`src/rtl/tnn_seq_threshold_neuron.sv`:
```
//------------------------------------------------------------------------------
// Module   : tnn_seq_threshold_neuron
// Purpose  : Streaming threshold neuron. The first N_POS operands of a frame
//            are added and the next N_NEG are subtracted. The sign of the
//            frame sum gives a one-bit decision, held in HOLD until consumed.
// Revision : 1.0 - initial release
//------------------------------------------------------------------------------
`default_nettype none

module tnn_seq_threshold_neuron #(
  parameter int WIDTH   = 3,
  parameter int N_POS   = 2,
  parameter int N_NEG   = 3,
  parameter int GE_MODE = 0,
  parameter int ACC_W   = WIDTH + $clog2(N_POS + N_NEG) + 1
) (
  input  logic             clk,
  input  logic             rst_n,
  input  logic             clear,
  input  logic             in_valid,
  output logic             in_ready,
  input  logic [WIDTH-1:0] in_data,
  output logic             out_valid,
  input  logic             out_ready,
  output logic             out_bit,
  output logic [ACC_W-1:0] out_diff
);

  localparam int TOTAL = N_POS + N_NEG;
  localparam int IDX_W = (TOTAL > 1) ? $clog2(TOTAL) : 1;

  localparam logic [IDX_W-1:0] LAST_IDX = IDX_W'(TOTAL - 1);
  localparam logic [IDX_W-1:0] NEG_BASE = IDX_W'(N_POS);

  localparam logic [0:0] ST_ACCUM = 1'b0;
  localparam logic [0:0] ST_HOLD  = 1'b1;

  logic [0:0]       state;
  logic [IDX_W-1:0] idx;
  logic [ACC_W-1:0] acc;

  logic             accept;
  logic             is_pos;
  logic             is_last;
  logic [ACC_W-1:0] operand_ext;
  logic [ACC_W-1:0] sum_next;
  logic             decision;

  assign in_ready    = (state == ST_ACCUM) & ~clear;
  assign accept      = in_valid & in_ready;
  assign is_pos      = (idx < NEG_BASE);
  assign is_last     = (idx == LAST_IDX);
  assign operand_ext = {{(ACC_W - WIDTH){1'b0}}, in_data};

  // ACC_W is sized so this never wraps for any operand values.
  always_comb begin
    sum_next = acc;
    if (is_pos) begin
      sum_next = acc + operand_ext;
    end else begin
      sum_next = acc - operand_ext;
    end
  end

  generate
    if (GE_MODE != 0) begin : g_ge
      assign decision = ~sum_next[ACC_W-1];
    end else begin : g_gt
      assign decision = ~sum_next[ACC_W-1] & (|sum_next);
    end
  endgenerate

  always_ff @(posedge clk or negedge rst_n) begin
    if (!rst_n) begin
      state     <= ST_ACCUM;
      idx       <= '0;
      acc       <= '0;
      out_valid <= 1'b0;
      out_bit   <= 1'b0;
      out_diff  <= '0;
    end else if (clear) begin
      // Abort wins over a simultaneous output handshake; out_bit/out_diff keep history.
      state     <= ST_ACCUM;
      idx       <= '0;
      acc       <= '0;
      out_valid <= 1'b0;
    end else begin
      case (state)
        ST_ACCUM: begin
          if (accept) begin
            if (is_last) begin
              out_diff  <= sum_next;
              out_bit   <= decision;
              out_valid <= 1'b1;
              acc       <= '0;
              idx       <= '0;
              state     <= ST_HOLD;
            end else begin
              acc <= sum_next;
              idx <= idx + 1'b1;
            end
          end
        end
        ST_HOLD: begin
          if (out_ready) begin
            out_valid <= 1'b0;
            state     <= ST_ACCUM;
          end
        end
        default: begin
          state <= ST_ACCUM;
        end
      endcase
    end
  end

endmodule

`default_nettype wire

```
`config.mk`:
```
export PLATFORM = sky130hd
export DESIGN_NAME = tnn_seq_threshold_neuron
export DESIGN_NICKNAME = d
export VERILOG_FILES = /design/src/rtl/tnn_seq_threshold_neuron.sv
export SDC_FILE = /design/constraint.sdc
export NUM_CORES = 1
export LEC_CHECK = 0
export ABC_CLOCK_PERIOD_IN_PS = 2800
export CAP_MARGIN = 40
export CORE_AREA = 2 2 62 64
export CTS_BUF_LIST = sky130_fd_sc_hd__clkbuf_8
export CTS_CLUSTER_SIZE = 16
export DETAILED_ROUTE_END_ITERATION = 12
export DIE_AREA = 0 0 64 66
export HOLD_SLACK_MARGIN = 0.12
export PLACE_DENSITY_LB_ADDON = 0.12
export SYNTH_ARGS = -nofsm -noshare
export SYNTH_HDL_FRONTEND = slang
export SYNTH_SLANG_ARGS = --single-unit
```
`constraint.sdc`:
```
create_clock -name clk -period 2.8 [get_ports clk]
set_input_delay 0.84 -clock clk [delete_from_list [all_inputs] [get_ports clk]]
set_output_delay 0.84 -clock clk [all_outputs]
set_load 0.005 [all_outputs]
```
==> impl_metrics.env <==
export IMPL_rsz0062_at_grt="no"
export IMPL_path_max_fanout=2
export IMPL_synthTopCellsByArea="dfrtp_1 (42%), ha_1 (11%), o21ai_0 (3.8%)"
export IMPL_fp_dieArea_sq_um=4220
export IMPL_synth_seq_area_share_pct=41.8
export IMPL_num_io_pins=18
export IMPL_setup_tns_ns=0
export IMPL_yosysMostFrequentCell="dfrtp_1"
export IMPL_critPathArrivalTime_ns=1.90
export IMPL_grt_first_pass_wirelength_microns=4500
export IMPL_crit_type="input pin to output pin"
export IMPL_yosys_top_cells_count="dfrtp_1 (20), ha_1 (11), nand2_1 (11), nor2_1 (11)"
export IMPL_power_per_cell_area_nw_per_um2=576
export IMPL_start_util_pct=33.7
export IMPL_ys_seq_elements=20
export IMPL_port_buffers=17
export IMPL_synth_nets=135
export IMPL_routed_via_density=4.71
export IMPL_die_w_microns=64
export IMPL_yosysWarnings=0
export IMPL_syn_inst=115
export IMPL_routed_wirelength_microns=2570
export IMPL_cts_root_buf="clkbuf_8"
export IMPL_max_slew_margin_pct=60.6
export IMPL_async_flop_share_pct=100
export IMPL_grt_ovfl_total=0
export IMPL_syn_area_per_cell_sq_um=10.4
export IMPL_area_delta_synth_final_pct=39.6
export IMPL_synth_edf_count=0
export IMPL_drt_iter0_drc=37
export IMPL_hpwlAfterDp_microns=2130
export IMPL_status="finished clean"
export IMPL_drv_cap=0
export IMPL_synth_main_ff_cell="dfrtp_1"
export IMPL_cts_sinks=20
export IMPL_dp_cells=198
export IMPL_nNetsFinal=175
export IMPL_first_pass_iters=4
export IMPL_synth_top_area_cell="dfrtp_1"
export IMPL_fin_crit_sh_pct=97.9
export IMPL_final_cells=202
export IMPL_drive_gt1_share_pct=30.5
export IMPL_peakVddDrop_v=0.000409
export IMPL_cts_buffer_depth=2
export IMPL_die_y_microns=66
export IMPL_placed_area_sq_um=1590
export IMPL_antenna_found_initial=0
export IMPL_cts_setup_buffers=0
export IMPL_grt_max_degree=21
export IMPL_min_period_ns=2.74
export IMPL_grt_use_total_pct=13.7
export IMPL_finClkSkew_ns=0.00237
export IMPL_gp_congestion=0.782
export IMPL_endpoint_kind="output pin"
export IMPL_grt_pass1_vias=981
export IMPL_cts_buffers=3
export IMPL_worstPathRequired_ns=1.96
export IMPL_fmax_ghz=0.365
export IMPL_route_detailed_drc=0
export IMPL_yosysTopAreaCellShare_pct=41.8
export IMPL_core_sq_um=3550
export IMPL_clkTransAtPathRegs_ns=0.07
export IMPL_num_vias=951
export IMPL_ant_nets=0
export IMPL_cts_tree="built"
export IMPL_wire_per_inst_microns=12.7
export IMPL_tightest_slew_ns=0.588
export IMPL_slew_viol_final=0
export IMPL_leakage_uw=0.000801
export IMPL_fin_area_sq_um=1670
export IMPL_yosys_cell_types_count=32
export IMPL_setup_viol=0
export IMPL_netlist_area_sq_um=1200
export IMPL_antenna_cells=0
export IMPL_clk_latency_ns=0.25
export IMPL_crit_path_start_kind="input pin"
export IMPL_htreeDepth=1
export IMPL_min_path_type="flip-flop to flip-flop"
export IMPL_final_hold_violation_count=0
export IMPL_rows=22
==> logic make-up (layout without fill, tap and decap cells) <==
| family | after synthesis | after routing | share of synthesized area (%) |
|---|---|---|---|
| AO/OA/AOI/OAI | 26 | 26 | 16.3 |
| XOR/XNOR | 5 | 5 | 4.29 |
| adder cells (fa/ha/maj) | 12 | 12 | 13.2 |
| buffers and inverters | 10 | 49 | 3.13 |
| flip-flops | 20 | 20 | 41.8 |
| multiplexers | 6 | 6 | 5.43 |
| AND/OR/NAND/NOR | 36 | 36 | 15.9 |
==> cells in the final DEF, fill, tap and decap left out, drive strengths merged, types with 2 or more instances in the layout <==
cell type	count
mux2	4
buf	19
clkdlybuf4s50	14
nor2b	2
a21oi	3
dfrtp	20
inv	9
mux2i	2
o31ai	3
xnor2	3
nor2	11
nand3b	3
nand2b	4
xor2	2
a22o	4
ha	11
nand2	11
clkbuf	6
o21ai	10
a211oi	2
==> layout make-up <==
cell class	count	area, sq um
Timing Repair Buffer	36	302
Clock buffer	4	55.1
Tap cell	48	60.1
Multi-Input combinational cell	85	721
Inverter	9	33.8
Sequential cell	20	500
Fill cell	327	1880
==> per-stage QoR <==
step	power, uW	worst slack [ns]	utilization (%)	hold WS [ns]
global route	1030	0.00362	47.1	0.517
global placement	716	-0.646	44.7	0.467
finish	963	0.0586	47.1	0.483
CTS	972	0.0164	47.0	0.490
floorplan	558	0.0144	-	0.450
detailed placement	729	-0.660	44.7	0.473
==> power by group <==
group,leakage (uW),internal [uW],switching [uW]
combinational,0.000499,213,194
sequential,0.000273,317,23.8
clock,0.0000288,125,90.8
==> flip-flops by register name (all words and copies together), names as in the netlist <==
name and cells:
out_bit 1, idx 3, out_valid 1, acc 7, state 1, out_diff 7
==> final timing paths <==
check	start	to	slack, ns	cells past startpoint
max	clear	in_ready	0.06	3
min	out_diff[5]$_DFFE_PN0P_	out_diff[5]$_DFFE_PN0P_	0.48	2
max reg2reg	idx[2]$_DFFE_PN0P_	out_diff[6]$_DFFE_PN0P_	0.39	8
min reg2reg	out_diff[5]$_DFFE_PN0P_	out_diff[5]$_DFFE_PN0P_	0.48	2
max in group asynchronous	rst_n	idx[0]$_DFFE_PN0P_	1.66	2
min in group asynchronous	rst_n	acc[6]$_DFFE_PN0P_	0.92	2
==> per-layer routing <==
| layer | vias to the layer above | GRT usage (%) | share of wire, % |
|---|---|---|---|
| li1 | 480 | - | - |
| met3 | 0 | 3.07 | 2.2 |
| met4 | 0 | 0.815 | 0 |
| met5 | - | 0 | 0 |
| met1 | 459 | 16.5 | 43 |
| met2 | 12 | 26.0 | 55 |
==> what timing repair did <==
item	in CTS	in global routing
endpoints found under the setup margin	9	7
hold buffers	0	0
pin swaps	9	6
resized for setup	8	7
==> worst max-delay path, stage by stage <==
cell             delay [ns]
clkdlybuf4s50_1        0.43
nor2_2                 0.13
clkdlybuf4s50_1        0.50
(Power assumes the default switching activity.)
